<file path="src/rtl/adrv9001_rx_axis_packer.sv">
// Packs strobe-aligned ADRV9001 RX I/Q words into 32-bit AXI-Stream samples {Q,I}.
// A small FWFT FIFO absorbs backpressure, tlast marks every PKT_LEN samples, and drops are counted.
module adrv9001_rx_axis_packer #(
  parameter  int FIFO_DEPTH = 16,
  parameter  int PKT_LEN    = 256,
  parameter  int CNT_W      = 16,
  localparam int ADDR_W     = $clog2(FIFO_DEPTH),
  localparam int LVL_W      = ADDR_W + 1
) (
  input  logic              clk,
  input  logic              rst,
  input  logic              enable,
  input  logic [15:0]       i_in,
  input  logic [15:0]       q_in,
  input  logic              valid_in,
  output logic [31:0]       m_axis_tdata,
  output logic              m_axis_tvalid,
  input  logic              m_axis_tready,
  output logic              m_axis_tlast,
  output logic              active,
  output logic              overflow,
  input  logic              overflow_clr,
  output logic [CNT_W-1:0]  overflow_cnt,
  output logic [LVL_W-1:0]  fifo_level
);

  typedef enum logic [1:0] {
    ST_IDLE,
    ST_ARMED,
    ST_RUN,
    ST_DRAIN
  } state_e;

  localparam logic [LVL_W-1:0] LEVEL_FULL = LVL_W'(FIFO_DEPTH);
  localparam logic [15:0]      PKT_LAST   = 16'(PKT_LEN - 1);

  state_e              state_q, state_d;
  logic [15:0]         pkt_cnt_q, pkt_cnt_d;
  logic [ADDR_W-1:0]   wr_ptr_q, wr_ptr_d;
  logic [ADDR_W-1:0]   rd_ptr_q, rd_ptr_d;
  logic [LVL_W-1:0]    level_q, level_d;
  logic                overflow_q, overflow_d;
  logic [CNT_W-1:0]    ovf_cnt_q, ovf_cnt_d;
  logic [32:0]         mem [FIFO_DEPTH];

  logic        wr_cand;
  logic        wr_full;
  logic        wr_accept;
  logic        wr_drop;
  logic        wr_tlast;
  logic        rd_pop;
  logic [32:0] head;

  assign wr_full   = (level_q == LEVEL_FULL);
  assign wr_accept = wr_cand & ~wr_full;
  assign wr_drop   = wr_cand & wr_full;
  assign wr_tlast  = (pkt_cnt_q == PKT_LAST);

  // ---------------------------------------------------------------------------
  // FSM: state register / next state / outputs
  // ---------------------------------------------------------------------------
  always_ff @(posedge clk) begin
    // NOTE: non-blocking assignments keep every flop updating from pre-edge values.
    if (rst) state_q <= ST_IDLE;
    else     state_q <= state_d;
  end

  always_comb begin
    state_d = state_q;
    unique case (state_q)
      ST_IDLE:  if (enable) state_d = ST_ARMED;
      ST_ARMED: begin
        if (!enable)       state_d = ST_IDLE;
        else if (valid_in) state_d = ST_RUN;
      end
      ST_RUN: begin
        // A stop on a packet boundary needs no drain; a stop that completes the packet this cycle neither.
        if (!enable) begin
          if (pkt_cnt_q == '0)            state_d = ST_IDLE;
          else if (wr_accept && wr_tlast) state_d = ST_IDLE;
          else                            state_d = ST_DRAIN;
        end
      end
      ST_DRAIN: if (wr_accept && wr_tlast) state_d = ST_IDLE;
      default:  state_d = ST_IDLE;
    endcase
  end

  always_comb begin
    // NOTE: defaults first so no path through the case leaves an output unassigned (no latches).
    wr_cand = 1'b0;
    active  = 1'b0;
    unique case (state_q)
      ST_ARMED: wr_cand = enable & valid_in;
      ST_RUN: begin
        wr_cand = valid_in & (enable | (pkt_cnt_q != '0));
        active  = 1'b1;
      end
      ST_DRAIN: begin
        wr_cand = valid_in;
        active  = 1'b1;
      end
      default: wr_cand = 1'b0;
    endcase
  end

  // ---------------------------------------------------------------------------
  // Packet counter, FIFO pointers/level, overflow tracking
  // ---------------------------------------------------------------------------
  assign rd_pop = m_axis_tvalid & m_axis_tready;

  always_comb begin
    pkt_cnt_d = pkt_cnt_q;
    wr_ptr_d  = wr_ptr_q;
    rd_ptr_d  = rd_ptr_q;
    level_d   = level_q;
    if (wr_accept) begin
      pkt_cnt_d = wr_tlast ? '0 : pkt_cnt_q + 16'd1;
      wr_ptr_d  = wr_ptr_q + ADDR_W'(1);
    end
    if (rd_pop) rd_ptr_d = rd_ptr_q + ADDR_W'(1);
    if (wr_accept && !rd_pop)      level_d = level_q + LVL_W'(1);
    else if (!wr_accept && rd_pop) level_d = level_q - LVL_W'(1);
  end

  // A drop in the same cycle as a clear wins: the count restarts at one.
  always_comb begin
    overflow_d = overflow_q;
    ovf_cnt_d  = ovf_cnt_q;
    if (overflow_clr) begin
      overflow_d = 1'b0;
      ovf_cnt_d  = '0;
    end
    if (wr_drop) begin
      overflow_d = 1'b1;
      if (overflow_clr)     ovf_cnt_d = CNT_W'(1);
      else if (~&ovf_cnt_q) ovf_cnt_d = ovf_cnt_q + CNT_W'(1);
    end
  end

  always_ff @(posedge clk) begin
    if (rst) begin
      pkt_cnt_q  <= '0;
      wr_ptr_q   <= '0;
      rd_ptr_q   <= '0;
      level_q    <= '0;
      overflow_q <= 1'b0;
      ovf_cnt_q  <= '0;
    end else begin
      pkt_cnt_q  <= pkt_cnt_d;
      wr_ptr_q   <= wr_ptr_d;
      rd_ptr_q   <= rd_ptr_d;
      level_q    <= level_d;
      overflow_q <= overflow_d;
      ovf_cnt_q  <= ovf_cnt_d;
    end
  end

  // NOTE: storage is not reset; an empty level masks stale contents, so a reset-free RAM suffices.
  always_ff @(posedge clk) begin
    if (wr_accept) mem[wr_ptr_q] <= {wr_tlast, q_in, i_in};
  end

  // FWFT head: outputs are forced to zero while empty so reset leaves tdata/tlast at 0.
  assign head          = mem[rd_ptr_q];
  assign m_axis_tvalid = (level_q != '0);
  assign m_axis_tdata  = m_axis_tvalid ? head[31:0] : 32'd0;
  assign m_axis_tlast  = m_axis_tvalid & head[32];
  assign overflow      = overflow_q;
  assign overflow_cnt  = ovf_cnt_q;
  assign fifo_level    = level_q;

endmodule

</file>
<file path="config.mk">
export PLATFORM = sky130hd
export DESIGN_NAME = adrv9001_rx_axis_packer
export DESIGN_NICKNAME = d
export VERILOG_FILES = /design/src/rtl/adrv9001_rx_axis_packer.sv
export SDC_FILE = /design/constraint.sdc
export NUM_CORES = 1
export LEC_CHECK = 0
export BUFFER_PORTS_ARGS = -buffer_cell sky130_fd_sc_hd__buf_4
export CAP_MARGIN = 20
export CORE_MARGIN = 1.5
export CORE_UTILIZATION = 25
export DETAILED_ROUTE_END_ITERATION = 6
export SLEW_MARGIN = 20
export SYNTH_ARGS = -nofsm -noshare
export SYNTH_HDL_FRONTEND = slang
export SYNTH_SLANG_ARGS = --single-unit
</file>
<file path="constraint.sdc">
create_clock -name clk -period 9.3 [get_ports clk]
set_input_delay 0.93 -clock clk [delete_from_list [all_inputs] [get_ports clk]]
set_output_delay 0.93 -clock clk [all_outputs]
set_load 0.02 [all_outputs]
</file>
==> impl_metrics.env <==
export IMPL_synth_top_area_frac=0.697
export IMPL_synth_most_common_cell="edfxtp_1"
export IMPL_grt_usage=0.108
export IMPL_required_ns=8.37
export IMPL_tightest_slew_ns=1.00
export IMPL_synth_cell_area_sq_um=22800
export IMPL_yosysUniqueCellTypes=44
export IMPL_yosysTopAreaCell="edfxtp_1"
export IMPL_seqPwrFrac=0.468
export IMPL_drtPass1Iterations=5
export IMPL_dr_wl_met3_mm=3.57
export IMPL_die_w_um=305
export IMPL_slew_violations=0
export IMPL_crit_top_cell="buf_4"
export IMPL_vias_per_cell=4.47
export IMPL_start_util=0.252
export IMPL_num_rows=110
export IMPL_criticalPathCategory="reg2out"
export IMPL_highest_layer="met5"
export IMPL_ir_worst_vdd_mv=0.143
export IMPL_drive_gt1_frac=0.301
export IMPL_synth_flop_cell="edfxtp_1"
export IMPL_async_flop_share=0
export IMPL_synth_fp_nets=1158
export IMPL_end_kind="output pin"
export IMPL_grt_pass1_wl_mm=74.9
export IMPL_clk_insertion_delay_late_ns=0.61
export IMPL_syn2layout_area_growth_pct=17.2
export IMPL_ys_warn_count=0
export IMPL_r2r_start="state_q[0]$_SDFFE_PP0P_"
export IMPL_cap_violations=0
export IMPL_io_pins=95
export IMPL_p_clk_frac=0.343
export IMPL_met1_length_mm=20.6
export IMPL_grt_pass1_vias=11400
export IMPL_cts_tree="built"
export IMPL_wl_met2_mm=25.3
export IMPL_combPwrFrac=0.188
export IMPL_min_period_over_period=0.530
export IMPL_reg2reg_depth=15
export IMPL_skew_ns=0.0154
export IMPL_worstPathArrival_ns=4.00
export IMPL_synthTopCellsByCount="528 x edfxtp_1, 165 x mux4_2, 60 x nor2_1"
export IMPL_cts_sinks=580
export IMPL_power_density_nw_per_um2=233
export IMPL_clock_path_buffers=3
export IMPL_cp_endpoint="m_axis_tdata[15]"
export IMPL_cts_buffers_inserted=58
export IMPL_setup_viol=0
export IMPL_final_nets=1281
export IMPL_ys_top_cells_by_area="edfxtp_1 70%, mux4_2 16%, dfxtp_1 4.6%"
export IMPL_cts_max_level=2
export IMPL_ant_nets=0
export IMPL_tns_ns=0
export IMPL_rsz0062_at_grt="no"
export IMPL_max_stage_delay_ns=0.76
export IMPL_antenna_found_initial=11
export IMPL_worstPathCellList="buf_4 > buf_4 > mux4_2 > mux4_2 > and2_1 > buf_4"
export IMPL_gp_congestion=0.723
export IMPL_postCtsSetupBuffers=0
export IMPL_outcome="finished, final reports clean"
export IMPL_finalCriticalPeriod_ns=4.93
export IMPL_cts_resized=0
export IMPL_slew_headroom=0.329
export IMPL_startpoint_type="flop"
export IMPL_grt_overflow_total=0
export IMPL_fin_hold_ws_ns=0.498
export IMPL_max_freq_ghz=0.203
export IMPL_n_antenna_cell=0
export IMPL_cts_clk_slew_worst_paths_ns=0.06
export IMPL_first_iter_violations=766
export IMPL_rrSetupSlack_ns=5.92
export IMPL_rr_endpoint="fifo_level[4]$_SDFFE_PP0P_"
export IMPL_cp_max_fo=46
export IMPL_leakagePower_nw=8.24
export IMPL_switching_share=0.257
export IMPL_postSynthAreaPerCell_sq_um=20.7
export IMPL_p_switching_mw=1.60
export IMPL_die_area_sq_um=92900
export IMPL_yosysSeqAreaShare=0.742
export IMPL_holdCritPathClass="reg2reg"
export IMPL_routed_wirelength_mm=50.4
export IMPL_synth_edf_count=528
export IMPL_grt_max_degree=49
export IMPL_root_buffer="clkbuf_16"
export IMPL_finalHoldViolCount=0
export IMPL_vias=10900
export IMPL_p_int_mw=4.61
export IMPL_drt_wirelength_per_cell_um=20.6
export IMPL_portBuffers=94
export IMPL_postCtsHoldBufs=0
export IMPL_drc=0
export IMPL_die_y_um=305
export IMPL_hpwl_mm=27.3
export IMPL_core_area_sq_um=90100
export IMPL_slowest_stage="buf_4"
export IMPL_ys_ff_latch=580
export IMPL_syn_inst=1101
==> routing by layer <==
layer | track usage | vias up
met5 | 0 | -
met4 | 0.0231 | 18
met3 | 0.0308 | 78
met2 | 0.184 | 285
met1 | 0.135 | 5790
li1 | - | 4735
==> layout make-up <==
type                       count  area (sq um)
tap                         1176          1470
clock buffer                  75          1520
timing repair buffer         119           893
multi-input combinational    449          5630
clock inverter                27           204
fill                        8676         63500
sequential                   580         16900
inverter                      16          60.1
==> worst min-delay path by stage <==
stage                                from  cells past startpoint  slack (ns)                         end
6_report       overflow_cnt[1]$_SDFF_PP0_                      2        0.50  overflow_cnt[1]$_SDFF_PP0_
5_1_grt        overflow_cnt[1]$_SDFF_PP0_                      2        0.54  overflow_cnt[1]$_SDFF_PP0_
4_1_cts        overflow_cnt[1]$_SDFF_PP0_                      2        0.50  overflow_cnt[1]$_SDFF_PP0_
3_5_place_dp   overflow_cnt[1]$_SDFF_PP0_                      2        0.49  overflow_cnt[1]$_SDFF_PP0_
3_3_place_gp     rd_ptr_q[3]$_SDFFE_PP0P_                      2        0.46                        flop
2_1_floorplan    rd_ptr_q[3]$_SDFFE_PP0P_                      2        0.46                        flop
==> metrics by stage <==
step | power, mW | setup slack (ns) | utilization | cell area, sq um | std cells
after floorplan | 3.74 | 4.65 | - | 22800 | 1101
after global placement | 4.17 | 4.86 | 0.277 | 25000 | 2340
after detailed placement | 4.18 | 4.83 | 0.277 | 25000 | 2340
after CTS | 6.32 | 4.19 | 0.296 | 26700 | 2442
after global routing | 6.47 | 3.99 | 0.296 | 26700 | 2442
final | 6.21 | 4.37 | 0.296 | 26700 | 2442
==> sequential cells by signal, indices dropped and copies added, names as in the netlist, named ones only <==
signal,cells
mem,528
overflow_cnt,16
pkt_cnt_q,16
fifo_level,5
rd_ptr_q,4
wr_ptr_q,4
state_q,2
overflow,1
==> power groups by stage <==
stage | logic, mW | clock network, mW | registers [mW]
after floorplan | 0.803 | 0 | 2.94
after CTS | 1.22 | 2.19 | 2.91
after global routing | 1.28 | 2.28 | 2.91
final | 1.17 | 2.13 | 2.91
after global placement | 1.20 | 0 | 2.96
after detailed placement | 1.22 | 0 | 2.96
==> kinds of logic (layout without fill, tap and decap cells) <==
logic type      count (synthesis)  in the layout  synth area share
fa+ha+maj                      19             19            0.0108
buf+inv                        72            237            0.0157
compound gates                 35             35           0.00913
xor+xnor                       36             36            0.0139
simple gates                  192            192            0.0440
flops                         580            580             0.742
mux                           167            167             0.164
==> cells in the final DEF, fill, tap and decap left out, types with 4 or more instances in the layout <==
cell         n
clkinv_1    13
mux4_2     165
nand2_1     19
o21ai_0      5
inv_1       16
xnor2_1      4
nand4_1     18
nand3_1     18
nor2_1      48
edfxtp_1   528
ha_1        18
nor3_2       4
clkbuf_16   58
and3_1      16
clkinv_2     7
and4_1       6
a21oi_1     16
and2_1      34
xor2_1      32
dfxtp_1     48
clkbuf_1    17
buf_4      119
nor2_4      12
==> worst max-delay path, delay by kind of cell, from the launching register on <==
family,cells,cell delay (ns)
and+or+nand+nor,1,0.18
DFF,1,0.53
buffers and inverters,3,1.52
muxes,2,1.07
Note: power is estimated with default switching activity, not from simulation.
